===== src/rtl/bf16_acc_sequencer.sv =====
// bf16_acc_sequencer
//
// Queues arithmetic requests in a small FIFO and issues them one at a time to
// one of three execution units (conv, maxmin, addmul). It waits for the unit to
// complete, or aborts after a bounded number of cycles. It then returns the
// result in request order and accumulates exception flags into a sticky
// register.
//
// Handshake rule for both req_* and resp_*: a transfer occurs on a rising clk
// edge where valid && ready are both high. A producer holding valid keeps its
// payload stable until that edge. req_ready does not depend on req_valid.
//
// Ports
//   clk, reset                 clock, asynchronous active-high reset
//   req_valid/req_ready        request handshake
//   req_op, req_a/b/c          operation code and operands
//   resp_valid/resp_ready      response handshake
//   resp_result/flags/err      response payload, flags = {NV,DZ,OF,UF,NX}
//   unit_start, unit_sel,      issue port (sel 0 conv, 1 maxmin, 2 addmul)
//   unit_op, unit_a/b/c
//   unit_done, unit_result,    completion port
//   unit_flags
//   fflags, fflags_clr         sticky accumulated flags and synchronous clear
//   dbg_state                  current FSM state (0 IDLE,1 ISSUE,2 WAIT,3 RESP)
module bf16_acc_sequencer #(
    parameter int DATA_W  = 32,
    parameter int DEPTH   = 4,
    parameter int TIMEOUT = 64
) (
    input  logic              clk,
    input  logic              reset,
    input  logic              req_valid,
    output logic              req_ready,
    input  logic [3:0]        req_op,
    input  logic [DATA_W-1:0] req_a,
    input  logic [DATA_W-1:0] req_b,
    input  logic [DATA_W-1:0] req_c,
    output logic              resp_valid,
    input  logic              resp_ready,
    output logic [DATA_W-1:0] resp_result,
    output logic [4:0]        resp_flags,
    output logic              resp_err,
    output logic              unit_start,
    output logic [1:0]        unit_sel,
    output logic [3:0]        unit_op,
    output logic [DATA_W-1:0] unit_a,
    output logic [DATA_W-1:0] unit_b,
    output logic [DATA_W-1:0] unit_c,
    input  logic              unit_done,
    input  logic [DATA_W-1:0] unit_result,
    input  logic [4:0]        unit_flags,
    output logic [4:0]        fflags,
    input  logic              fflags_clr,
    output logic [1:0]        dbg_state
);

    localparam int PTR_W = (DEPTH > 1) ? $clog2(DEPTH) : 1;
    localparam int CNT_W = PTR_W + 1;
    localparam int TO_W  = $clog2(TIMEOUT + 1);

    typedef enum logic [1:0] {
        S_IDLE  = 2'd0,
        S_ISSUE = 2'd1,
        S_WAIT  = 2'd2,
        S_RESP  = 2'd3
    } state_t;

    state_t            state_q, state_d;
    logic [CNT_W-1:0]  count_q, count_d;
    logic [PTR_W-1:0]  wr_ptr_q, wr_ptr_d;
    logic [PTR_W-1:0]  rd_ptr_q, rd_ptr_d;
    logic [TO_W-1:0]   to_cnt_q, to_cnt_d;
    logic [DATA_W-1:0] res_q, res_d;
    logic [4:0]        flg_q, flg_d;
    logic              err_q, err_d;
    logic [4:0]        fflags_q, fflags_d;
    // Holds req_ready low until the first edge after reset is released.
    logic              rdy_q;

    logic [3:0]        op_mem [DEPTH];
    logic [DATA_W-1:0] a_mem  [DEPTH];
    logic [DATA_W-1:0] b_mem  [DEPTH];
    logic [DATA_W-1:0] c_mem  [DEPTH];

    logic              push, pop;
    logic [3:0]        head_op;
    logic              head_legal;
    logic [1:0]        head_sel;

    assign req_ready = rdy_q && (count_q != CNT_W'(DEPTH));
    assign push      = req_valid && req_ready;
    assign pop       = (state_q == S_RESP) && resp_ready;

    assign head_op    = op_mem[rd_ptr_q];
    assign head_legal = (head_op <= 4'd10);

    always_comb begin
        if (head_op <= 4'd1)      head_sel = 2'd0;
        else if (head_op <= 4'd3) head_sel = 2'd1;
        else                      head_sel = 2'd2;
    end

    // FIFO bookkeeping; pointers wrap naturally because DEPTH is a power of two.
    always_comb begin
        wr_ptr_d = push ? wr_ptr_q + PTR_W'(1) : wr_ptr_q;
        rd_ptr_d = pop  ? rd_ptr_q + PTR_W'(1) : rd_ptr_q;
        count_d  = count_q + CNT_W'(push) - CNT_W'(pop);
    end

    always_ff @(posedge clk) begin
        if (push) begin
            op_mem[wr_ptr_q] <= req_op;
            a_mem[wr_ptr_q]  <= req_a;
            b_mem[wr_ptr_q]  <= req_b;
            c_mem[wr_ptr_q]  <= req_c;
        end
    end

    // FSM next state and issue-port outputs.
    always_comb begin
        state_d    = state_q;
        to_cnt_d   = to_cnt_q;
        res_d      = res_q;
        flg_d      = flg_q;
        err_d      = err_q;
        unit_start = 1'b0;
        unit_sel   = 2'd0;
        unit_op    = 4'd0;
        unit_a     = '0;
        unit_b     = '0;
        unit_c     = '0;

        if (state_q == S_ISSUE || state_q == S_WAIT) begin
            unit_sel = head_sel;
            unit_op  = head_op;
            unit_a   = a_mem[rd_ptr_q];
            unit_b   = b_mem[rd_ptr_q];
            unit_c   = c_mem[rd_ptr_q];
        end

        case (state_q)
            S_IDLE: begin
                if (count_q != '0) state_d = S_ISSUE;
            end
            S_ISSUE: begin
                if (head_legal) begin
                    unit_start = 1'b1;
                    to_cnt_d   = '0;
                    state_d    = S_WAIT;
                end else begin
                    // Illegal opcode: answer locally with an invalid-operation flag.
                    res_d   = '0;
                    flg_d   = 5'b10000;
                    err_d   = 1'b1;
                    state_d = S_RESP;
                end
            end
            S_WAIT: begin
                // Completion takes priority over a timeout expiring in the same cycle.
                if (unit_done) begin
                    res_d   = unit_result;
                    flg_d   = unit_flags;
                    err_d   = 1'b0;
                    state_d = S_RESP;
                end else if (to_cnt_q == TO_W'(TIMEOUT - 1)) begin
                    res_d   = '0;
                    flg_d   = 5'b00000;
                    err_d   = 1'b1;
                    state_d = S_RESP;
                end else begin
                    to_cnt_d = to_cnt_q + TO_W'(1);
                end
            end
            S_RESP: begin
                if (resp_ready) begin
                    // count_q >= 1 here; entries remain if more than the head is stored
                    // or a new request is being accepted in this same cycle.
                    state_d = (count_q != CNT_W'(1) || push) ? S_ISSUE : S_IDLE;
                end
            end
            default: state_d = S_IDLE;
        endcase
    end

    // Sticky flags: a clear coinciding with a handshake keeps only the new flags.
    always_comb begin
        fflags_d = fflags_q;
        if (pop)             fflags_d = (fflags_clr ? 5'b00000 : fflags_q) | flg_q;
        else if (fflags_clr) fflags_d = 5'b00000;
    end

    always_ff @(posedge clk or posedge reset) begin
        if (reset) begin
            state_q  <= S_IDLE;
            count_q  <= '0;
            wr_ptr_q <= '0;
            rd_ptr_q <= '0;
            to_cnt_q <= '0;
            res_q    <= '0;
            flg_q    <= '0;
            err_q    <= 1'b0;
            fflags_q <= '0;
            rdy_q    <= 1'b0;
        end else begin
            state_q  <= state_d;
            count_q  <= count_d;
            wr_ptr_q <= wr_ptr_d;
            rd_ptr_q <= rd_ptr_d;
            to_cnt_q <= to_cnt_d;
            res_q    <= res_d;
            flg_q    <= flg_d;
            err_q    <= err_d;
            fflags_q <= fflags_d;
            rdy_q    <= 1'b1;
        end
    end

    assign resp_valid  = (state_q == S_RESP);
    assign resp_result = resp_valid ? res_q : '0;
    assign resp_flags  = resp_valid ? flg_q : 5'b00000;
    assign resp_err    = resp_valid && err_q;
    assign fflags      = fflags_q;
    assign dbg_state   = state_q;

endmodule

===== config.mk =====
export PLATFORM = sky130hd
export DESIGN_NAME = bf16_acc_sequencer
export DESIGN_NICKNAME = d
export VERILOG_FILES = /design/src/rtl/bf16_acc_sequencer.sv
export SDC_FILE = /design/constraint.sdc
export NUM_CORES = 1
export LEC_CHECK = 0
export BUFFER_PORTS_ARGS = -buffer_cell sky130_fd_sc_hd__buf_2
export CAP_MARGIN = 10
export CORE_UTILIZATION = 30
export CTS_BUF_LIST = sky130_fd_sc_hd__clkbuf_8
export CTS_CLUSTER_SIZE = 28
export DETAILED_ROUTE_END_ITERATION = 7
export SLEW_MARGIN = 20
export SYNTH_ARGS = -nofsm -noshare
export SYNTH_HDL_FRONTEND = slang
export SYNTH_SLANG_ARGS = --single-unit
export TNS_END_PERCENT = 50

===== constraint.sdc =====
create_clock -name clk -period 7.6 [get_ports clk]
set_input_delay 0.76 -clock clk [delete_from_list [all_inputs] [get_ports clk]]
set_output_delay 0.76 -clock clk [all_outputs]
set_load 0.01 [all_outputs]

==> key figures, run 1 <==
Run status
  • Status: finished clean

Final layout
  • Share of cells above drive strength 1: 40.4%
  • Layout Nets: 1389
  • Fin cells: 2070
  • P&R area growth vs syn: 21.5%

Detailed routing
  • Wire per inst: 19.3 µm
  • DR pass1 iterations: 4
  • Final ANT Viol Nets: 0
  • DR iter-0 viols: 447
  • DR DRC count: 0
  • Drt total wl: 40000 µm
  • Vias per inst: 4.58
  • Via count: 9471

Synthesis
  • Area leader, netlist: edfxtp_1
  • Syn nets: 1051
  • Yosys cell types: 41
  • Synth Flop Type: edfxtp_1
  • Flops & latches, synth: 460
  • Synth top area cells: edfxtp_1 67%, mux4_2 13%, dfrtp_1 8.4%
  • Syn Inst Count: 895
  • Post-synth EDFFs: 400
  • Fraction of registers with async set/reset: 13.0%
  • Ys Warns: 0
  • Register area share after synthesis: 75.3%
  • Syn Area/Cell: 20.1 µm²
  • Top cell type's share of synthesized area: 66.9%
  • Count leader, synth: edfxtp_1
  • Synth cell count leaders: 400 x edfxtp_1, 141 x and2_1, 100 x mux4_2, 60 x dfrtp_1, 36 x a22o_1
  • Cell area after synthesis: 0.0180 mm²

Timing
  • Max Transition Viols Final: 0
  • Setup Skew: 0.0291 ns
  • Final setup vio count: 0
  • Worst-Margin Slew: 1.04 ns
  • Fmax: 0.230 GHz
  • Final hold viol count: 0
  • Worst rel slew slack: 30.5%
  • RSZ-0062 raised after global routing: false
  • Setup TNS: 0 ns
  • Min Tclk post-route: 4.35 ns
  • Final Cycle Share: 57.3%

Flow run
  • Max_cap viols: 0

Min path
  • Hold Path Class: input port to flop

CTS
  • Clock sinks: 460
  • Num CTS Buffers: 80
  • Post-CTS Hold Fix Bufs: 0
  • Setup bufs post-CTS: 0
  • CTS clk-pin slew, worst paths: 0.06 ns
  • CTS H-tree lvls: 3
  • CTS max path bufs: 3
  • # resized after CTS: 0
  • Clk root buf: clkbuf_8
  • CTS tree: built
  • Worst-skew pair later-pin latency: 0.65 ns

Global route
  • First-pass GRT wire length: 60200 µm
  • Total grt overflow: 0
  • Initial antenna violation count: 10
  • Vias in the first global route: 10300
  • Gr usage total: 13.3%
  • Largest net degree at the start of global routing: 68

Floorplan
  • FP Rows: 89
  • Die ar.: 0.0608 mm²
  • IO Count: 293
  • Die height: 247 µm
  • Initial Util: 30.4%
  • Core area: 0.0590 mm²
  • Die width: 247 µm

Power and ir drop
  • Peak supply drop: 0.294 mV
  • Tot Pwr: 0.00834 W
  • Leakage: 8.11 nW
  • Pwr Density: 382 mW/mm²

Critical path
  • Startpoint types: flop
  • Largest fanout on the critical path: 61
  • Crit Path Class: flop to output port
  • Critical Path AT: 3.59 ns
  • CP endpoint kind: output port
  • Critical path data required time: 6.84 ns
  • Crit-path cells: buf_4, mux4_2, a21o_1, a21oi_1, buf_2
  • Crit-path max cell delay: 1.07 ns
  • Slowest-stage cell, CP: dfrtp_4

Placement
  • Gpl congestion: 0.756
  • Port bufs: 292
  • Placed cells: 1924
  • DP Wirelength: 23400 µm
critical path: cells and delay by family, from the launching register on:
kind / cells / cell delay (ns)
buffers and inverters: 2 / 0.84
multiplexers: 1 / 0.51
flip-flops: 1 / 1.07
AO/OA/AOI/OAI: 2 / 0.42
path summary, 6_finish.rpt:
path / start / cells past startpoint / to / slack, ns
worst max-delay path: rd_ptr_q[1] / 5 / unit_start / 3.25
worst min-delay path: req_a[19] / 1 / a_mem[0][19] / 0.32
worst max register to register: rd_ptr_q[1] / 6 / flg_q[4] / 3.96
worst min register to register: res_q[27] / 1 / res_q[27] / 0.50
max in group asynchronous: reset / 3 / rd_ptr_q[1] / 6.64
min in group asynchronous: reset / 3 / fflags[0] / 0.33
metrics by stage:
stage / instance area [µm²] / setup WS [ns] / hold WS, ns / utilization (%)
global placement: 20300 / 3.88 / 0.479 / 34.3
CTS: 21800 / 3.13 / 0.234 / 36.9
finish: 21800 / 3.25 / 0.322 / 37.0
global route: 21800 / 3.04 / 0.259 / 36.9
detailed placement: 20300 / 3.86 / 0.483 / 34.3
floorplan: 18000 / 3.70 / 0.458 / -
state kept, by name (all words and copies together) (netlist names), 3 cells and up:
name / count
a_mem: 128
b_mem: 128
c_mem: 128
count_q: 3
fflags: 5
flg_q: 5
op_mem: 16
res_q: 32
to_cnt_q: 7
area by class of cell:
type	instances	area [µm²]
antenna	4	10.0
clock buffer	83	1140
clock inverter	59	395
fill	5542	37200
inverter	24	90.1
multi-input combinational	364	4150
sequential	460	13500
tap	773	967
timing repair buffer	303	1540
cells by family (layout without fill, tap and decap cells):
kind of cell / Yosys count / in the layout / synth area share, %
AOI/OAI and AO/OA: 66 / 66 / 2.96
DFF: 460 / 460 / 75.3
xor gates and xnor gates: 5 / 5 / 0.244
buffers and inverters: 71 / 469 / 1.83
adders and majority gates: 13 / 13 / 0.948
other: 1 / 5 / 0.0209
and+or+nand+nor: 172 / 172 / 5.76
muxes: 107 / 107 / 13.0
report_power, final:
part	internal, W	switching, W
clock	0.00119	0.000988
sequential	0.00313	0.000239
combinational	0.00128	0.00151
total	0.00560	0.00273
per-layer routing:
metal	share of wire [%]	track usage, %	up-vias
met1	41	15.2	4836
met3	8.5	5.39	92
met2	48	22.1	293
li1	-	-	4240
met4	2.6	5.07	10
met5	0.17	0	-
cell usage in the layout (no fill, tap or decap), types with 2 or more instances in the layout:
master,count
edfxtp_1,400
buf_2,292
and2_1,141
mux4_2,100
clkbuf_8,83
dfrtp_1,58
inv_1,45
a22o_1,36
clkinv_1,15
nand2_1,13
clkinv_2,11
buf_4,11
ha_1,10
o21ai_0,7
mux2_2,5
bufinv_16,5
diode_2,4
nand3_1,4
nor2_1,4
xnor2_1,4
and3_4,4
a21oi_1,3
nand2b_1,3
a222oi_1,3
o22ai_1,3
clkinvlp_4,3
a21boi_0,2
o221ai_1,2
o211ai_1,2
mux2i_1,2
inv_6,2
dfrtp_4,2
(Power assumes the default switching activity.)
==> run 2, diff against run 1 <==
==> constraint.sdc (replaced) <==
create_clock -name clk -period 4.14 [get_ports clk]
set_input_delay 0.414 -clock clk [delete_from_list [all_inputs] [get_ports clk]]
set_output_delay 0.414 -clock clk [all_outputs]
set_load 0.01 [all_outputs]
==> run 2 against run 1 <==
Compared with the run above:
- cell area is 6.5% higher
- clock-buffer cell count is 1 lower
- utilization is 2.4 points higher
- register-to-register slack worse by 2.5 ns
- clock skew is 0.0095 ns lower
- sequential cell count stayed put
- die area stayed put
- clock power is 75% higher
- worst setup slack worse by 2.4 ns
- critical path depth is 1 lower
- critical path type unchanged
- critical endpoint is now unit_b[14]
- largest cell class unchanged
==> key figures, run 2 (synthesis gave the netlist of run 1 again) <==
Critical path
  • Reg2Reg Setup Slack: 1.45 ns
  • Critical Path AT: 2.84 ns
  • R2R cell count: 11
  • CP startpoint: rd_ptr_q[1]
  • Worst r2r src: count_q[1]
  • Critical path data required time: 3.73 ns
  • Startpoint types: flop
  • Largest fanout on the critical path: 41
  • Crit Path Class: flop to output port
  • FF-to-FF End: count_q[2]
  • CP endpoint kind: output port

Global route
  • Gr usage total: 13.3%
  • GRT met2 Usage: 22.0%
  • Largest net degree at the start of global routing: 66
  • Busiest grt layer: met2
  • Total grt overflow: 0
  • Global routing usage on met3: 4.99%
  • Initial antenna violation count: 5
  • First-pass GRT wire length: 61200 µm
  • Vias in the first global route: 10900
  • M1 GR Usage: 15.9%

Min path
  • Worst hold stages: 4
  • Hold Path Class: input port to flop
  • HP Start: unit_flags[4]
  • Endpoint, Worst Hold: flg_q[4]

Final layout
  • Most common cell after layout, fill and taps aside: edfxtp_1
  • P&R area growth vs syn: 29.4%
  • FILL cells: 5452
  • Layout Nets: 1531
  • Largest regs: a_mem (128), b_mem (128), c_mem (128)
  • Share of cells above drive strength 1: 36.5%
  • Multi-input logic area: 0.00414 mm²
  • Register area: 0.0135 mm²
  • Core Util, Final: 39.4%
  • Leading cell types in the layout, fill and taps excluded: 400 x edfxtp_1, 292 x buf_2, 141 x and2_1

CTS
  • CTS clk-pin slew, worst paths: 0.06 ns
  • Clk root buf: clkbuf_8
  • CTS max path bufs: 3
  • Worst-skew pair later-pin latency: 0.66 ns
  • CTS H-tree lvls: 3
  • Clock sinks: 460
  • CTS tree: built
  • Num CTS Buffers: 79

Power and ir drop
  • Peak supply drop: 0.417 mV
  • Pwr Density: 657 mW/mm²
  • Leakage: 8.73 nW
  • Tot Pwr: 0.0152 W

Floorplan
  • IO Count: 293
  • FP Rows: 89
  • Initial Util: 30.4%
  • Die height: 247 µm
  • Die ar.: 0.0608 mm²
  • Die width: 247 µm
  • Core area: 0.0590 mm²

Detailed routing
  • DR pass1 iterations: 6
  • Via count: 9998
  • Vias per inst: 4.52
  • DR iter-0 viols: 488
  • Drt total wl: 40400 µm
  • Final ANT Viol Nets: 0
  • Wire per inst: 18.3 µm
  • DR DRC count: 0

Timing
  • RSZ-0062 raised after global routing: false
  • Worst-Margin Slew: 0.866 ns
  • Min Tclk post-route: 3.25 ns
  • Worst rel slew slack: 41.4%
  • Setup Skew: 0.0196 ns
  • Setup TNS: 0 ns
  • Final setup vio count: 0
  • Final hold viol count: 0
  • Final Cycle Share: 78.5%
  • Fmax: 0.308 GHz
  • Max Transition Viols Final: 0

Placement
  • DP Wirelength: 23700 µm
  • Gpl congestion: 0.725
  • Port bufs: 292

Run status
  • Status: finished clean

Flow run
  • Max_cap viols: 0
run 2: final cells by class:
class                      count  area share, %
inverter                      24          0.388
clock inverter                60           1.48
sequential                   460           58.2
antenna                        3         0.0323
clock buffer                  82           4.86
timing repair buffer         446           13.0
multi-input combinational    364           17.8
tap                          773           4.16
run 2: report_power, final:
| part | internal (W) | switching (W) | total (W) |
|---|---|---|---|
| Clock | 0.00199 | 0.00183 | 0.00382 |
| Sequential | 0.00575 | 0.000366 | 0.00611 |
| Combinational | 0.00248 | 0.00284 | 0.00531 |
| Total | 0.0102 | 0.00504 | 0.0152 |
run 2: routing by layer:
layer	vias up	wire length, µm
li1	4516	-
met5	-	27
met2	297	19600
met4	4	853
met3	76	3120
met1	5105	16900
run 2: repair_timing:
item	in CTS	in global routing
hold endpoints to repair	459	0
setup buffers	0	0
hold buffers	138	0
resized for setup	0	0
run 2: worst max path at each step:
stage	to	slack (ns)
2_1_floorplan	a_mem[0][0]	0.24
3_3_place_gp	flg_q[4]	1.45
3_5_place_dp	count_q[2]	1.43
4_1_cts	unit_c[9]	0.70
5_1_grt	unit_a[31]	0.59
6_report	unit_b[14]	0.89
run 2: metrics by stage:
stage          instances  setup slack [ns]  hold WS [ns]  cell area, µm²
3_5_place_dp        1929              1.43         0.471           20400
2_1_floorplan        895             0.238         0.458           18000
4_1_cts             2209             0.699        0.0165           23200
3_3_place_gp        1929              1.45         0.466           20400
5_1_grt             2212             0.587        0.0467           23200
6_report            2212             0.890         0.104           23200
run 2: critical path, stage by stage (launching register included):
cell	delay (ns)
dfrtp_4	0.89
buf_4	0.55
mux4_2	0.39
and2_1	0.19
buf_2	0.14
